## src/rtl/lap_ctl.sv

```systemverilog
// lap_ctl: stopwatch lap buffer and display selector with LIVE / FREEZE / BROWSE views.
// Optional feature macro LAP_AUTORETURN_EN adds a HOLD_CYCLES inactivity return to LIVE.
module lap_ctl #(
    parameter int          WIDTH       = 16,
    parameter int          DEPTH       = 4,
    parameter int unsigned HOLD_CYCLES = 100000000
) (
    input  logic                     clk,
    input  logic                     reset,
    input  logic                     count_enabled,
    input  logic                     init_regs,
    input  logic                     split,
    input  logic                     view,
    input  logic [WIDTH-1:0]         cnt_value,
    output logic [WIDTH-1:0]         disp_value,
    output logic                     disp_lap,
    output logic [$clog2(DEPTH)-1:0] lap_idx,
    output logic [$clog2(DEPTH):0]   lap_count,
    output logic                     lap_full
);
    localparam int IDX_W = $clog2(DEPTH);

    localparam logic [1:0] ST_LIVE   = 2'd0;
    localparam logic [1:0] ST_FREEZE = 2'd1;
    localparam logic [1:0] ST_BROWSE = 2'd2;

    localparam logic [IDX_W:0]   FULL_CNT = (IDX_W + 1)'(DEPTH);
    localparam logic [IDX_W:0]   CNT_ONE  = 1;
    localparam logic [IDX_W-1:0] IDX_ONE  = 1;

    if (DEPTH < 2 || DEPTH > 16 || (DEPTH & (DEPTH - 1)) != 0) begin : g_bad_depth
        $error("lap_ctl: DEPTH must be a power of 2 in 2..16");
    end
    if (HOLD_CYCLES < 2) begin : g_bad_hold
        $error("lap_ctl: HOLD_CYCLES must be at least 2");
    end

    logic [1:0]       state_q, state_d;
    logic [IDX_W:0]   lap_count_q, lap_count_d;
    logic [IDX_W-1:0] lap_idx_q, lap_idx_d;
    logic [WIDTH-1:0] lap_mem_q [DEPTH];
    logic             capture;
    logic             last_lap;

    assign lap_full = (lap_count_q == FULL_CNT);
    assign capture  = split && count_enabled && !lap_full && !init_regs;
    assign last_lap = (({1'b0, lap_idx_q} + CNT_ONE) == lap_count_q);

`ifdef LAP_AUTORETURN_EN
    localparam logic [31:0] HOLD_LAST = 32'(HOLD_CYCLES - 1);
    localparam logic [31:0] HOLD_ONE  = 32'd1;

    logic [31:0] hold_cnt_q, hold_cnt_d;
    logic        timeout;

    assign timeout = (state_q != ST_LIVE) && (hold_cnt_q == HOLD_LAST);

    // Counts only uninterrupted dwell in a lap view; any accepted input or state change restarts it.
    always_comb begin
        hold_cnt_d = '0;
        if (state_q != ST_LIVE && state_d == state_q && !capture && !view) begin
            hold_cnt_d = hold_cnt_q + HOLD_ONE;
        end
    end

    always_ff @(posedge clk) begin
        if (reset) begin
            hold_cnt_q <= '0;
        end else begin
            hold_cnt_q <= hold_cnt_d;
        end
    end
`endif

    // NOTE: every always_comb output gets a default first so no path leaves it unassigned (no latch).
    always_comb begin
        state_d     = state_q;
        lap_count_d = lap_count_q;
        lap_idx_d   = lap_idx_q;
        if (init_regs) begin
            state_d     = ST_LIVE;
            lap_count_d = '0;
            lap_idx_d   = '0;
        end else if (capture) begin
            state_d     = ST_FREEZE;
            lap_count_d = lap_count_q + CNT_ONE;
            lap_idx_d   = lap_count_q[IDX_W-1:0];
        end else if (view) begin
            case (state_q)
                ST_LIVE: begin
                    if (lap_count_q != '0) begin
                        state_d   = ST_BROWSE;
                        lap_idx_d = '0;
                    end
                end
                ST_BROWSE: begin
                    if (last_lap) begin
                        state_d   = ST_LIVE;
                        lap_idx_d = '0;
                    end else begin
                        lap_idx_d = lap_idx_q + IDX_ONE;
                    end
                end
                default: begin
                    state_d   = ST_LIVE;
                    lap_idx_d = '0;
                end
            endcase
        end
`ifdef LAP_AUTORETURN_EN
        else if (timeout) begin
            state_d   = ST_LIVE;
            lap_idx_d = '0;
        end
`endif
    end

    // NOTE: sequential state is updated with non-blocking assignments only.
    always_ff @(posedge clk) begin
        if (reset) begin
            state_q     <= ST_LIVE;
            lap_count_q <= '0;
            lap_idx_q   <= '0;
        end else begin
            state_q     <= state_d;
            lap_count_q <= lap_count_d;
            lap_idx_q   <= lap_idx_d;
        end
    end

    // NOTE: the lap memory is deliberately not reset; lap_count alone marks which entries are valid.
    always_ff @(posedge clk) begin
        if (capture) begin
            lap_mem_q[lap_count_q[IDX_W-1:0]] <= cnt_value;
        end
    end

    assign disp_lap   = (state_q != ST_LIVE);
    assign disp_value = disp_lap ? lap_mem_q[lap_idx_q] : cnt_value;
    assign lap_idx    = lap_idx_q;
    assign lap_count  = lap_count_q;

endmodule

```

## config.mk

```make
export PLATFORM = sky130hd
export DESIGN_NAME = lap_ctl
export DESIGN_NICKNAME = d
export VERILOG_FILES = /design/src/rtl/lap_ctl.sv
export SDC_FILE = /design/constraint.sdc
export NUM_CORES = 1
export LEC_CHECK = 0
export ABC_AREA = 1
export ABC_CLOCK_PERIOD_IN_PS = 2400
export CORE_ASPECT_RATIO = 1.75
export CORE_MARGIN = 10
export CORE_UTILIZATION = 25
export DETAILED_ROUTE_END_ITERATION = 10
export GPL_ROUTABILITY_DRIVEN = 0
export SETUP_SLACK_MARGIN = 0.4
export SLEW_MARGIN = 20
export SYNTH_ARGS = -nofsm -noshare
export SYNTH_HDL_FRONTEND = slang
export SYNTH_SLANG_ARGS = --single-unit
```

## constraint.sdc

```tcl
create_clock -name clk -period 2.4 [get_ports clk]
set_clock_uncertainty 0.2 [all_clocks]
set_input_delay 0.48 -clock clk [delete_from_list [all_inputs] [get_ports clk]]
set_output_delay 0.48 -clock clk [all_outputs]
set_load 0.02 [all_outputs]
```

### Word-level counts from Yosys, hierarchy flattened

Memories as Yosys holds them, arrays and structs flattened. A register that Yosys moved wholly into a read port is not among the register bits.
Cells that the tools add are included.

| storage, ports and cells | value |
|---|---|
| register bits | 7 |
| input port bits | 22 |
| memory bits (writable) | 64 |
| logic and storage cells | 44 |
| latch bits | 0 |
| bits in read-only memories | 0 |
| output and inout port bits | 23 |
| memories | 1 |

| operators by class | value |
|---|---|
| $add $sub $neg | 3 |
| equality and inequality tests | 7 |
| multiply operators | 0 |
| reductions and logical operators | 14 |
| divide/modulo/power cells | 0 |
| bitwise operators | 0 |
| shifts and indexed selects | 0 |
| magnitude comparators | 0 |
| multiplexer cells | 15 |

Memory list:

| name | depth | bits a word | read ports | clocked after Yosys merged registers in | write ports | line | text |
|---|---|---|---|---|---|---|---|
| lap_mem_q | 4 | 16 | 1 | 1 | 1 | 41 | `logic [WIDTH-1:0] lap_mem_q [DEPTH];` |

Operators with widths:

| kind | number |
|---|---|
| two-way mux 16 bit | 1 |
| two-way mux 2 bit | 8 |
| one-hot mux 2 bit (2 select lines) | 2 |
| != test 3 bit, second input constant | 2 |
| AND reduction 3 bit | 2 |
| two-way mux 1 bit | 4 |
| != test 2 bit, second input constant | 2 |
| nonzero test 2 bit | 2 |
| adder 2 x 1 -> 3 bit, second input constant | 1 |
| adder 3 x 1 -> 3 bit, second input constant | 1 |
| == test 3 bit | 1 |
| == test 3 bit, second input constant | 1 |
| logical AND 1 bit | 3 |
| nonzero test 3 bit | 1 |
| OR reduction 3 bit | 1 |
| adder 2 x 1 -> 2 bit, second input constant | 1 |
| == test 2 bit, second input constant | 1 |
| zero test 1 bit | 2 |
| zero test 2 bit | 1 |
| AND reduction 2 bit | 1 |
| OR reduction 2 bit | 1 |

### Depth between registers and ports, before layout

Gate-level depths: netlist of the first run.

| logic depth | value |
|---|---|
| word-level depth | 8 |
| gate-level depth with buffers | 10 |
| depth with buffers taken out | 10 |

### Worst setup path after synthesis of the first run

No wires, ideal clock.

| timing | value |
|---|---|
| path kind | reg2reg |
| from | register lap_count_q[0], in the netlist lap_count[0] |
| to | memory lap_mem_q[1][0], enable pin |
| buffers on the path | 1 |
| slack | -0.097 ns |
| arrival time | 1.908 ns |
| library setup time | 0.389 ns |
| cell stages (with the launch flop) | 7 |
| path through | dfxtp_1 > inv_1 > ha_1 > nand2_2 > nand4_2 > buf_6 > nor2_1 |

| between the ends | value |
|---|---|
| word-level cells in the longest chain between the ends | 6 |

Ends and longest elaborated chain:

| item | line | text |
|---|---|---|
| start, declared | 39 | `logic [IDX_W:0] lap_count_q, lap_count_d;` |
| start signal, assigned | 126 | `lap_count_q <= lap_count_d;` |
| == test 3 bit | 45 | `assign lap_full = (lap_count_q == FULL_CNT);` |
| zero test 1 bit | 46 | `assign capture = split && count_enabled && !lap_full && !init_regs;` |
| logical AND 1 bit (2 in series) | 46 |  |
| two-way mux 1 bit | 133 | `if (capture) begin` |
| two-way mux 1 bit (not written as such) | 134 | `lap_mem_q[lap_count_q[IDX_W-1:0]] <= cnt_value;` |
| end, declared | 41 |  |

Several ways; a longest one is shown, not always the timed one.

==> flow_summary.yaml, run 1 <==
setup_path:
  crit_buf_inv: 3
  worst-path-max-fanout: 8
  critPathKind: "flop to output pin"
  crit_path_max_incr_delay_ns: 0.34
  crit-reg2reg-launch: "lap_count[1]"
  r2r_end: "lap_mem_q[3][9]"
  cpMaxStageDelayCell: "dfxtp_2"
  worst-r2r-cell-count: 7
  crit_path_end: "disp_value[10]"
  worstSetupStartpointType: "flop"
  critPathTopFamily: "buffers and inverters"
  rrSetupSlack_ns: 0.59
  worstPathArrival_ns: 1.50
  cp-end-kind: "output pin"
  cp_cell_sequence: "buf_12, buf_8, nor2_2, nor2_1, o21ai_1, a31oi_1, buf_4"
  worst-path-stages: 7
  worstPathRequired_ns: 1.72
power:
  p_sw_share_pct: 20.7
  vdd_ir_drop_max_uv: 346
  power.internal_mw: 2.30
  power.clock.fraction_pct: 43.7
  comb_power_share_pct: 8.1
  leakagePower_nw: 1.64
  p_switching_mw: 0.599
  power_frac_seq_pct: 48.1
  power.density_nw_per_um2: 655
clock_network:
  cts_made_buffers: 9
  insertion_delay_ns: 0.33
  cts_buffer_depth: 2
  holdBufCountCts: 0
  clk_pin_slew_ns: 0.05
  cts_tree: "yes"
  cts_sinks: 73
  cts_root_buf: "clkbuf_16"
  htree_num_levels: 3
synth:
  synthAdderAreaFrac_pct: 2.01
  synth_xor_area_share_pct: 0
  async_flop_share_pct: 0
  synth_edf_count: 64
  synth-simple-area-share_pct: 15.2
  synth-compound-area-share_pct: 10.5
  netlist_area_um2: 3120
  syn_avg_cell_area_um2: 10.7
  ys_seq_elements: 73
  syn_nets: 318
  synth_mux_area_share_pct: 0
  synth_flop_cell: "edfxtp_1"
  ys_types: 21
  syn_inst: 291
  synth-seq-area-share_pct: 67.4
  ys_warn_count: 0
  synth_top_family_by_area: "simple AND/OR/NAND/NOR gates"
global_route:
  grt_use_total_pct: 8.84
  grt_max_degree: 24
  antenna_found_initial: 0
  overflow: 0
  grt_pass1_vias: 2496
  grt_first_pass_wirelength_um: 12200
routing:
  drt-total-wl_um: 7530
  wl_per_cell_um: 14.0
  vias: 2306
  first_iter_violations: 94
  ant_nets: 0
  viasPerCell: 4.29
  dr.pass1.iters: 4
  drc: 0
sta:
  setup_viol: 0
  worstMarginPinSlew_ns: 0.281
  rsz0062_at_grt: "true"
  fin_crit_sh_pct: 91.0
  hold_viol: 0
  clock.fmax_mhz: 458
  period_minus_slack_ns: 2.18
  whs_ns: 0.287
  max_slew_margin_pct: 81.2
  drv_slew: 0
floorplan:
  dieArea_um2: 17500
  coreArea_um2: 12100
  num_rows: 53
  initial_core_util_pct: 25.7
  num_io_pins: 45
  die_x_um: 104
  die_y_um: 168
worst_hold_path:
  hold_class: "flop to flop"
placed_design:
  io_buffers: 44
  dp_cells: 519
  dp_hpwl_um: 5140
final_layout:
  area_growth_pct: 42.1
  antenna_cells: 0
  drive_above_1_share_pct: 26.0
  layout.nets: 395
  final_cells: 538
run:
  maxCapViolations: 0
status:
  status: "finished clean"
cell usage after synthesis, types with 2 or more instances:
library cell / count / area [µm²]
o21ai_0: 16 / 80.1
buf_2: 9 / 45.0
o21ai_1: 19 / 95.1
a21oi_1: 9 / 45.0
clkbuf_1: 4 / 15.0
a31oi_1: 16 / 100
edfxtp_1: 64 / 1920
inv_2: 6 / 22.5
ha_1: 5 / 62.6
nand2_1: 18 / 67.6
nand3_1: 2 / 10.0
dfxtp_1: 9 / 180
nand4_1: 2 / 12.5
inv_1: 15 / 56.3
nand2_2: 2 / 12.5
nand3_2: 2 / 20.0
nor2_1: 89 / 334
cell families after synthesis:
kind of cell,after synthesis
simple gates,117
flops,73
compound gates,61
buf+inv,35
fa+ha+maj,5
area by class of cell:
| class | count | area [µm²] |
|---|---|---|
| sequential | 73 | 2110 |
| fill | 1184 | 7700 |
| clock inverter | 6 | 58.8 |
| tap | 165 | 206 |
| multi-input combinational | 183 | 928 |
| inverter | 21 | 86.3 |
| timing repair buffer | 80 | 812 |
| clock buffer | 10 | 229 |
worst min path at each step:
stage / start / end / cells past startpoint / slack [ns]
3_3_place_gp: state_q[0] / state_q[0] / 2 / 0.27
6_report: lap_count[0] / lap_count[0] / 1 / 0.29
3_5_place_dp: state_q[0] / state_q[0] / 2 / 0.29
2_1_floorplan: state_q[0] / state_q[0] / 2 / 0.26
5_1_grt: lap_count[0] / lap_count[0] / 1 / 0.34
4_1_cts: lap_count[0] / lap_count[0] / 1 / 0.29
registers in the layout, indices dropped and copies added, names as in the netlist, named ones only:
register and cells:
lap_count 3, lap_idx 2, lap_mem_q 64, state_q 2
layout by cell type (no fill, tap or decap), drive strengths merged:
cell / instances
o21a: 1
dlygate4sd2: 5
clkbuf: 10
nand3: 4
inv: 21
clkdlybuf4s50: 21
nand4: 3
clkinv: 3
edfxtp: 64
buf: 54
nand2: 20
o21ai: 35
ha: 5
clkinvlp: 2
dfxtp: 9
a21oi: 9
nor2: 90
a31oi: 16
bufinv: 1
repair_timing:
| action | 4_1_cts | 5_1_grt |
|---|---|---|
| setup buffers | 2 | 0 |
| resized for setup | 131 | 14 |
| gates cloned | 1 | 0 |
| endpoints found under the setup margin | 23 | 17 |
| pin swaps | 5 | 6 |
power by group through the flow:
stage	registers [mW]	clock network, mW	logic, mW
after global routing	1.40	1.38	0.258
after floorplan	1.42	0	0.0955
after global placement	1.42	0	0.245
after detailed placement	1.42	0	0.248
after CTS	1.40	1.31	0.241
final	1.40	1.27	0.236
layer usage:
metal	vias up	routed length, µm	share of wire, %	track usage [%]
met1	1097	3000	40	8.83
met4	0	121	1.6	3.65
met2	43	4120	55	16.5
met3	11	290	3.8	2.57
li1	1155	-	-	-
met5	-	0	0	0
per-stage QoR:
step / TNS, ns / util, % / setup slack, ns / cell area [µm²] / power (mW)
6_report: 0 / 36.5 / 0.216 / 4430 / 2.90
3_3_place_gp: -1.47 / 33.7 / -0.207 / 4080 / 1.67
3_5_place_dp: -1.38 / 33.7 / -0.173 / 4080 / 1.67
4_1_cts: 0 / 36.3 / 0.186 / 4410 / 2.95
2_1_floorplan: 0 / - / 0.436 / 3150 / 1.52
5_1_grt: 0 / 36.5 / 0.0981 / 4430 / 3.04
worst reg2reg max path, cell delays in order, from the launching register on:
cell     delay [ns]
dfxtp_2        0.38
inv_2          0.07
ha_2           0.19
nand2_2        0.10
nand4_2        0.10
buf_12         0.17
nor2_4         0.14
buf_4          0.17
Note: power is estimated with default switching activity, not from simulation.
==> run 2: changes to the inputs <==
--- a/config.mk
+++ b/config.mk
@@ -17,3 +17,4 @@
 export SYNTH_ARGS = -nofsm -noshare
 export SYNTH_HDL_FRONTEND = slang
 export SYNTH_SLANG_ARGS = --single-unit
+export TNS_END_PERCENT = 50
==> flow_summary.yaml, run 2 (synthesis results as in run 1) <==
setup_path:
  worstSetupStartpointType: "flop"
  cp-end-kind: "output pin"
  worstPathArrival_ns: 1.50
  cpMaxStageDelayCell: "dfxtp_2"
  critPathKind: "flop to output pin"
  worst-r2r-cell-count: 7
  cp_cell_sequence: "buf_12, buf_8, nor2_2, nor2_1, o21ai_1, a31oi_1, buf_4"
  worst-path-max-fanout: 8
  crit_path_max_incr_delay_ns: 0.34
  worstPathRequired_ns: 1.72
routing:
  drt-total-wl_um: 7530
  vias: 2318
  first_iter_violations: 107
  drc: 0
  viasPerCell: 4.29
  ant_nets: 0
  dr.pass1.iters: 4
  wl_per_cell_um: 13.9
final_layout:
  antenna_cells: 0
  final_area_um2: 4440
  fill_cells: 1187
  area_growth_pct: 42.3
  final_common_cell: "nor2_1"
  final_util_pct: 36.6
  largest_register_ffs: 64
  layout.nets: 397
  layout_common_cells: "83 x nor2_1, 64 x edfxtp_1, 41 x buf_4"
  drive_above_1_share_pct: 25.3
global_route:
  grt_use_total_pct: 8.85
  overflow: 0
  antenna_found_initial: 0
  grt_first_pass_wirelength_um: 12200
  grt_pass1_vias: 2499
  grt_max_degree: 24
clock_network:
  insertion_delay_ns: 0.33
  cts_sinks: 73
  cts_buffer_depth: 2
  cts_made_buffers: 9
  htree_num_levels: 3
  clk_pin_slew_ns: 0.05
  holdBufCountCts: 0
  cts_tree: "yes"
  cts_root_buf: "clkbuf_16"
placed_design:
  dp_slack_ns: -0.173
  io_buffers: 44
  placed_cell_area_um2: 4080
  dp_hpwl_um: 5140
sta:
  worstMarginPinSlew_ns: 0.354
  whs_ns: 0.267
  drv_slew: 0
  clock.fmax_mhz: 458
  hold_viol: 0
  rsz0062_at_grt: "true"
  fin_crit_sh_pct: 91.0
  period_minus_slack_ns: 2.18
  worst_slack_ns: 0.215
  setup_viol: 0
  max_slew_margin_pct: 76.3
power:
  leakagePower_nw: 1.63
  vdd_ir_drop_max_uv: 346
  power.density_nw_per_um2: 654
floorplan:
  dieArea_um2: 17500
  num_io_pins: 45
  num_rows: 53
  coreArea_um2: 12100
  initial_core_util_pct: 25.7
  die_x_um: 104
  die_y_um: 168
status:
  status: "finished clean"
run:
  maxCapViolations: 0
worst_hold_path:
  hold_class: "flop to flop"
  hold_depth: 1
run 2: power breakdown:
group	leakage [nW]	internal (mW)	switching, mW	total (mW)
logic	0.845	0.116	0.122	0.238
clock network	0.136	0.796	0.473	1.27
registers	0.653	1.39	0.00456	1.40
total	1.63	2.30	0.599	2.90
run 2: routing by layer:
layer	vias to the layer above	wire length [µm]	GRT usage (%)
li1	1159	-	-
met1	1106	3020	8.81
met2	42	4100	16.5
met3	11	283	2.65
met4	0	121	3.65
met5	-	0	0
run 2: path summary, 6_finish.rpt:
path	start	slack [ns]	to
hold / removal	lap_count[0]	0.27	lap_count[0]
hold reg to reg	lap_count[0]	0.27	lap_count[0]
setup reg to reg	lap_count[1]	0.60	lap_mem_q[3][9]
setup / recovery	flop	0.22	disp_value[10]
run 2: timing repair:
| action | CTS | global route |
|---|---|---|
| gates resized for setup | 114 | 15 |
| setup endpoints to repair | 23 | 23 |
| gates cloned | 1 | 0 |
| pin swaps | 5 | 4 |
| setup buffers | 2 | 2 |
run 2: worst max-delay path: cells and delay by family, from the launching register on:
family / cells / cell delay (ns)
DFF: 1 / 0.34
AOI/OAI and AO/OA: 2 / 0.29
and+or+nand+nor: 2 / 0.11
buffers and inverters: 3 / 0.45
run 2: area by class of cell:
class / instances / area [µm²] / area share, %
Clock buffer: 10 / 229 / 5.16
Clock inverter: 6 / 58.8 / 1.33
Inverter: 21 / 83.8 / 1.89
Multi-Input combinational cell: 183 / 918 / 20.7
Sequential cell: 73 / 2110 / 47.5
Tap cell: 165 / 206 / 4.65
Timing Repair Buffer: 82 / 833 / 18.8
run 2: stage by stage:
| step | power [mW] | TNS (ns) | instances |
|---|---|---|---|
| 6_report | 2.90 | 0 | 540 |
| 5_1_grt | 3.04 | 0 | 540 |
| 4_1_cts | 2.95 | 0 | 538 |
| 3_5_place_dp | 1.67 | -1.38 | 519 |
| 3_3_place_gp | 1.67 | -1.47 | 519 |
| 2_1_floorplan | 1.52 | 0 | 291 |
